--- src/rtl/apb_master_fsm.sv ---
// APB initiator of the AHB-to-APB bridge: turns the pipelined AHB request stream into
// APB SETUP/ENABLE cycles and stalls the AHB side while an access is outstanding.
module apb_master_fsm #(
  parameter int AW = 32,
  parameter int DW = 32
) (
  input  logic          Hclk,
  input  logic          Hresetn,
  input  logic          valid,
  input  logic          Hwrite,
  input  logic          Hwritereg,
  input  logic [AW-1:0] Haddr,
  input  logic [AW-1:0] Haddr1,
  input  logic [AW-1:0] Haddr2,
  input  logic [DW-1:0] Hwdata,
  input  logic [DW-1:0] Hwdata1,
  output logic [2:0]    Pselx,
  output logic          Penable,
  output logic          Pwrite,
  output logic [AW-1:0] Paddr,
  output logic [DW-1:0] Pwdata,
  output logic          Preadyout
);

  typedef enum logic [2:0] {
    ST_IDLE,
    ST_WWAIT,
    ST_READ,
    ST_WRITE,
    ST_WRITEP,
    ST_RENABLE,
    ST_WENABLE,
    ST_WENABLEP
  } state_t;

  localparam logic [AW-1:0] SLV0_BASE = AW'(32'h8000_0000);
  localparam logic [AW-1:0] SLV1_BASE = AW'(32'h8400_0000);
  localparam logic [AW-1:0] SLV2_BASE = AW'(32'h8800_0000);
  localparam logic [AW-1:0] SLV_END   = AW'(32'h8C00_0000);

  state_t        state;
  logic [AW-1:0] wr_addr;
  logic [DW-1:0] wr_data;

  function automatic logic [2:0] slave_sel(input logic [AW-1:0] addr);
    logic [2:0] sel;
    sel = 3'b000;
    if (addr >= SLV0_BASE && addr < SLV1_BASE) begin
      sel = 3'b001;
    end else if (addr >= SLV1_BASE && addr < SLV2_BASE) begin
      sel = 3'b010;
    end else if (addr >= SLV2_BASE && addr < SLV_END) begin
      sel = 3'b100;
    end
    return sel;
  endfunction

  // A write launched from WWAIT is one pipeline stage younger than one launched
  // from WENABLEP, where the next write's data phase was stretched by the stall.
  always_comb begin
    wr_addr = Haddr2;
    wr_data = Hwdata1;
    if (state == ST_WWAIT) begin
      wr_addr = Haddr1;
      wr_data = Hwdata;
    end
  end

  always_ff @(posedge Hclk or negedge Hresetn) begin
    if (!Hresetn) begin
      state     <= ST_IDLE;
      Pselx     <= 3'b000;
      Penable   <= 1'b0;
      Pwrite    <= 1'b0;
      Paddr     <= '0;
      Pwdata    <= '0;
      Preadyout <= 1'b1;
    end else begin
      case (state)
        ST_IDLE, ST_RENABLE, ST_WENABLE: begin
          if (valid && !Hwrite) begin
            state     <= ST_READ;
            Paddr     <= Haddr;
            Pwrite    <= 1'b0;
            Penable   <= 1'b0;
            Pselx     <= slave_sel(Haddr);
            Preadyout <= 1'b0;
          end else begin
            state     <= valid ? ST_WWAIT : ST_IDLE;
            Pselx     <= 3'b000;
            Penable   <= 1'b0;
            Preadyout <= 1'b1;
          end
        end

        ST_READ: begin
          state     <= ST_RENABLE;
          Penable   <= 1'b1;
          Preadyout <= 1'b1;
        end

        ST_WRITE: begin
          state     <= valid ? ST_WENABLEP : ST_WENABLE;
          Penable   <= 1'b1;
          Preadyout <= 1'b1;
        end

        ST_WRITEP: begin
          state     <= ST_WENABLEP;
          Penable   <= 1'b1;
          Preadyout <= 1'b1;
        end

        ST_WWAIT, ST_WENABLEP: begin
          if (state == ST_WENABLEP && !Hwritereg) begin
            state     <= ST_READ;
            Paddr     <= Haddr;
            Pwrite    <= 1'b0;
            Penable   <= 1'b0;
            Pselx     <= slave_sel(Haddr);
            Preadyout <= 1'b0;
          end else begin
            // A queued follow-on transfer keeps the AHB side stalled during SETUP.
            state     <= valid ? ST_WRITEP : ST_WRITE;
            Paddr     <= wr_addr;
            Pwdata    <= wr_data;
            Pwrite    <= 1'b1;
            Penable   <= 1'b0;
            Pselx     <= slave_sel(wr_addr);
            Preadyout <= !valid;
          end
        end

        default: begin
          state     <= ST_IDLE;
          Pselx     <= 3'b000;
          Penable   <= 1'b0;
          Preadyout <= 1'b1;
        end
      endcase
    end
  end

endmodule
--- config.mk ---
export PLATFORM = sky130hd
export DESIGN_NAME = apb_master_fsm
export DESIGN_NICKNAME = d
export VERILOG_FILES = /design/src/rtl/apb_master_fsm.sv
export SDC_FILE = /design/constraint.sdc
export NUM_CORES = 1
export LEC_CHECK = 0
export CAP_MARGIN = 5
export CORE_MARGIN = 4
export CORE_UTILIZATION = 39
export DETAILED_ROUTE_END_ITERATION = 10
export HOLD_SLACK_MARGIN = 0.02
export PLACE_DENSITY = 0.89
export SLEW_MARGIN = 20
export SYNTH_ARGS = -nofsm -noshare
export SYNTH_HDL_FRONTEND = slang
export SYNTH_SLANG_ARGS = --single-unit
--- constraint.sdc ---
create_clock -name Hclk -period 1.85 [get_ports Hclk]
set_input_delay 0.37 -clock Hclk [delete_from_list [all_inputs] [get_ports Hclk]]
set_output_delay 0.37 -clock Hclk [all_outputs]
set_load 0.01 [all_outputs]
* Word level (Yosys, flattened, before mapping)
Cells that the tools add are included.
** Operators by class
- Magnitude comparators :: 12
- Muxes and demuxes :: 27
- Reduce and logical (&&, ||, !) cells :: 19
- Bitwise gates (word level) :: 1
- Equal/unequal tests :: 8
** Operators by type and width (count)
- greater-or-equal comparator 32 bit (second input constant) :: 6
- less-than comparator 32 bit (second input constant) :: 6
- 2-to-1 mux 32 bit :: 4
- one-hot mux 32 bit (2 select lines) :: 1
- 2-to-1 mux 3 bit :: 10
- one-hot mux 3 bit (5 select lines) :: 1
- equality test 3 bit (second input constant) :: 4
- logical AND 1 bit :: 8
- equality test 3 x 2 -> 1 bit (second input constant) :: 2
- 2-to-1 mux 1 bit :: 6
- one-hot mux 3 bit (2 select lines) :: 1
- OR reduction 3 bit :: 2
- OR reduction 5 bit :: 1
- one-hot mux 1 bit (2 select lines) :: 2
- AND reduction 2 bit :: 2
- equality test 3 x 1 -> 1 bit (second input constant) :: 1
- zero test 1 bit :: 3
- zero test 3 bit :: 1
- one-hot mux 1 bit (3 select lines) :: 1
- 2-to-1 mux 2 bit :: 1
- inequality test 2 bit (second input constant) :: 1
- nonzero test 2 bit :: 1
- OR reduction 2 bit :: 1
- NOT 1 bit :: 1
** Storage, ports and cells
- Bits in registers :: 73
- Bits of input ports :: 165
- Output and inout port bits :: 70

* Depth between registers and ports, before layout
- Depth after elaboration :: 9
- Depth in mapped cells :: 8

* Least setup slack after synthesis
No wires, ideal clock.
- Path type :: input -> register
- Start :: in valid
- End :: reg Paddr[10]
- Data required time :: 1725 ps
- Setup time :: 125 ps
- Arrival :: 1512 ps
- Slack :: 213 ps
- Stages :: 6
- Buffers on the path :: 2
- Cell sequence :: buf_4 > and2b_2 > o21ai_2 > nor2_2 > buf_2 > mux2_2
** On the way
- Word-level cells in the longest chain between the ends :: 3
** Ends and longest elaborated chain
- start: declaration :: line 9 : input logic valid,
- logical AND 1 bit :: line 81 : if (valid && !Hwrite) begin
- inequality test 2 bit (no source line)
- AND reduction 2 bit (no source line)
- end signal: assignment :: line 83 : Paddr <= Haddr;
- end signal: assignment :: line 117 : Paddr <= Haddr;
- end signal: assignment :: line 125 : Paddr <= wr_addr;
- end: declaration :: line 20 : output logic [AW-1:0] Paddr,
No other way between the ends.
A chain may end at the register's enable or synchronous reset.

* Worst setup path in the final report
- Start :: reg state[1]
- End :: reg Paddr[6]
** On the way
- Word-level cells in the longest chain between the ends :: 4
- Elaborated cells on any way between the ends :: 14
- Those cells by class :: eq/ne (5); mux (3); reduce/logical (6)
** Ends and longest elaborated chain
- start: declaration :: line 41 : state_t state;
- start signal: assignment :: line 89 : state <= valid ? ST_WWAIT : ST_IDLE;
- start signal: assignment :: line 103 : state <= valid ? ST_WENABLEP : ST_WENABLE;
- start signal: assignment :: line 124 : state <= valid ? ST_WRITEP : ST_WRITE;
- equality test 3 x 1 -> 1 bit, or another cell as far along :: line 63, 79
- 2-to-1 mux 32 bit, or another cell as far along :: line 63 : if (state == ST_WWAIT) begin
- 2-to-1 mux 32 bit, or another cell as far along :: line 115 : if (state == ST_WENABLEP && !Hwritereg) begin
- one-hot mux 32 bit (2 select lines) or AND reduction 2 bit (tied branches)
Several ways; a longest one is shown, not always the timed one.

==> key figures <==
Outcome
  – Status: finished, final reports clean

Synth
  – Syn_area_per_cell: 10.3 µm²
  – Leading cell type by number of instances after synthesis: nand2_1
  – Commonest cells in the netlist: nand2_1, dfrtp_1, mux2i_1
  – Syn Inst Count: 403
  – Post-synthesis cell type with the largest combined area: dfrtp_1
  – Post-synthesis compound-gate area fraction: 13.0%
  – Post-synthesis sequential area ratio: 44.0%
  – XOR/XNOR share of the synthesized area: 0.211%
  – Synth area leaders: dfrtp_1, mux2i_1, mux2_2, nand2_1, o21ai_1
  – Yosys top cell area share: 43.3%
  – EDFF count, synth: 0
  – Syn Nets: about 570
  – Post-synthesis mux area share: between 20% and 30%
  – Synth unique cells: 41
  – Fraction of registers with async set/reset: between 90% and 100%
  – Yosys reg bits: 73
  – Netlist Area Pre-Place: ~4200 µm²
  – Top_reg_cell synth: dfrtp_1
  – Fraction of the mapped netlist area in adder cells: 0%
  – Syn. warnings: 0
  – Post-Synth Simple-Gate Area: a little under an eighth
  – Main combinational cell family by area after synthesis: multiplexers

Placed design
  – RePlAce Congestion: approximately 0.88
  – Port Buffers: approximately 230
  – HPWL Detailed: between 10 and 15 mm
  – DP Cell Count: 774
  – Setup WS pre-CTS: -0.220 ns

Drt
  – Post-route antenna net violation count: 0
  – Residual DRC: 0
  – Vias: between 4,000 and 5,000
  – Final WL: around 13 mm
  – Vias/cell: ~5.1
  – Initial DRC count: 132
  – Routed WL per cell: around 17 µm
  – Pre-antenna DRT Iters: 4

Worst setup path
  – Critical path cell sequence: or2_1 > a21o_4 > clkbuf_16 > nand2_1 > o21ai_1 > mux2_2
  – CP Depth: 6
  – Max Fanout on Critical Path: 18
  – Worst R2R Path Depth: 6
  – Largest stage delay on the critical path: ~0.48 ns
  – CP delay by family, top: flip-flops
  – Crit end category: register
  – Worst path required time: roughly 2 ns
  – Kind of critical path: reg -> reg
  – Slowest stage cell, crit path: dfrtp_2
  – Startpoint types: register
  – WP data arrival: about 2 ns
  – WP buf/inv: 1

Timing
  – Clock skew: roughly 0.0056 ns
  – Slew HR: 71.3%
  – Fmax: 560 MHz
  – Final setup fails: 0
  – Setup slack after layout: between 0.06 and 0.07 ns
  – Min Tclk post-route: roughly 1.8 ns
  – Measured slew at the worst slew-check pin: roughly 0.43 ns
  – Worst hold slack: about 0.0094 ns
  – Crit share post-route: a little over nine tenths
  – Final Hold Vio Count: 0
  – Max-slew violations: 0
  – RSZ-0062 raised after global routing: true
  – Setup_tns: 0 ns

Die
  – Die Ht: 111 µm
  – Rows: 37
  – Core Region: between 10,000 and 15,000 µm²
  – Ports: around 240
  – Chip Width: approximately 110 µm
  – Initial Util: between 40% and 50%
  – Die area: between 10,000 and 15,000 µm²

Finish
  – Synth-to-Final Area Change: 69.5%
  – Antenna cells: 0
  – Final std cells w/o fill: between 700 and 800
  – Net count, final: roughly 820
  – Layout cells sized above 1: between 15 and 20%

Clocking
  – Total CTS buffers: 9
  – CTS Buffer Depth: 2
  – CTS clock-pin slew for the worst setup and hold paths: 0.08 ns
  – Worst-Skew Late Latency: between 0.3 and 0.4 ns
  – Htree depth: 3
  – Hold_buf cts: 0
  – CTS tree: yes
  – CTS sink cnt: 73
  – Root buf cell: clkbuf_8

Power and ir drop
  – Power Dens Cells: between 1500 and 2000 nW/µm²
  – LEAKAGE: around 2.9 nW
  – Max IR drop VDD: 0.901 mV

GRT
  – First-pass GRT wire length: a little over 20 mm
  – Antenna violations before repair: 0
  – Largest net degree at the start of global routing: 74
  – Vias in the first global route: roughly 4,300
  – Gr usage total: between 20 and 25%
  – Final global-route overflow total: 0

Run
  – Max Cap Viol: 0

Min path
  – Hold Crit Class: in -> async
==> cell families after synthesis <==
kind of cell | Yosys count
and+or+nand+nor | 106
muxes | 96
AOI/OAI and AO/OA | 93
DFF | 73
buffers and inverters | 34
xor gates and xnor gates | 1
==> cell type report <==
cell class                 count  area, µm²
timing repair buffer         272       2750
fill                         810       3320
inverter                       5       18.8
clock inverter                 6       67.6
clock buffer                  10        128
multi-input combinational    297       2080
sequential                    73       1830
tap                          136        170
==> worst paths after layout <==
kind	from	endpoint	slack [ns]
worst max-delay path	state[1]	Paddr[6]	0.07
worst min register to register	Pwdata[12]	Pwdata[12]	0.48
worst min-delay path	Hresetn	Pselx[0]	0.009
worst max register to register	state[1]	Paddr[6]	0.07
min in group Hclk	Pwdata[12]	Pwdata[12]	0.48
max in group asynchronous	Hresetn	Pwdata[26]	1.47
==> sequential cells by signal, indices dropped and copies added, names as in the netlist <==
name and flops:
Penable 1, state 3, Pwdata 32, Preadyout 1
Pwrite 1, Pselx 3, Paddr 32
==> worst reg2reg max path, delay by kind of cell, from the launching register on <==
family / cells / cell delay, ns
AO/OA/AOI/OAI: 2 / 0.34
AND/OR/NAND/NOR: 2 / 0.38
buffers and inverters: 1 / 0.20
multiplexers: 1 / 0.27
flip-flops: 1 / 0.48
==> through the flow <==
stage	instance area [µm²]	utilization, %	power, mW
2_1_floorplan	4160	-	6.49
3_3_place_gp	6680	64.5	8.84
3_5_place_dp	6680	64.5	9.10
4_1_cts	6940	66.9	10.5
5_1_grt	7050	67.9	11.4
6_report	7050	67.9	10.7
==> routing by layer <==
| metal | track usage [%] | vias to the layer above | routed length (µm) |
|---|---|---|---|
| met2 | 38.2 | 183 | 7170 |
| met1 | 21.5 | 1922 | 4940 |
| met5 | 0 | - | 0 |
| met4 | 6.08 | 0 | 181 |
| met3 | 5.73 | 19 | 998 |
| li1 | - | 1939 | - |
==> where the power goes <==
part	switching, mW	leakage [nW]	internal [mW]
sequential	0.472	0.884	2.42
clock	0.597	0.0929	0.628
combinational	2.93	1.90	3.65
==> cells in the final DEF (no fill, tap or decap), drive strengths merged <==
master | Yosys | routed
nand3 | 5 | 5
nor3b | 2 | 2
a21oi | 10 | 10
a211o | 1 | 1
a31oi | 1 | 1
o22ai | 3 | 3
or2 | 1 | 1
clkdlybuf4s50 | 0 | 233
bufinv | 0 | 1
clkinv | 0 | 2
nand4 | 2 | 2
xnor2 | 1 | 1
clkbuf | 5 | 12
mux2i | 64 | 64
nor2 | 6 | 6
dfstp | 1 | 1
nand2 | 77 | 77
o311ai | 2 | 2
a21o | 3 | 4
nor2b | 1 | 1
and2b | 1 | 1
nor3 | 1 | 1
inv | 5 | 6
dfrtp | 72 | 72
nor4b | 1 | 1
nand2b | 3 | 3
o221ai | 2 | 2
clkinvlp | 0 | 2
o21ai | 71 | 71
buf | 24 | 37
nand3b | 2 | 2
and2 | 1 | 1
nor4 | 3 | 3
mux2 | 32 | 32
==> repair_timing <==
item	4_1_cts	5_1_grt
pin swaps	1	2
gates cloned	1	3
endpoints found under the setup margin	2	50
endpoints found under the hold margin	0	0
gates resized for setup	5	8
buffers inserted	2	3
(Power assumes the default switching activity.)
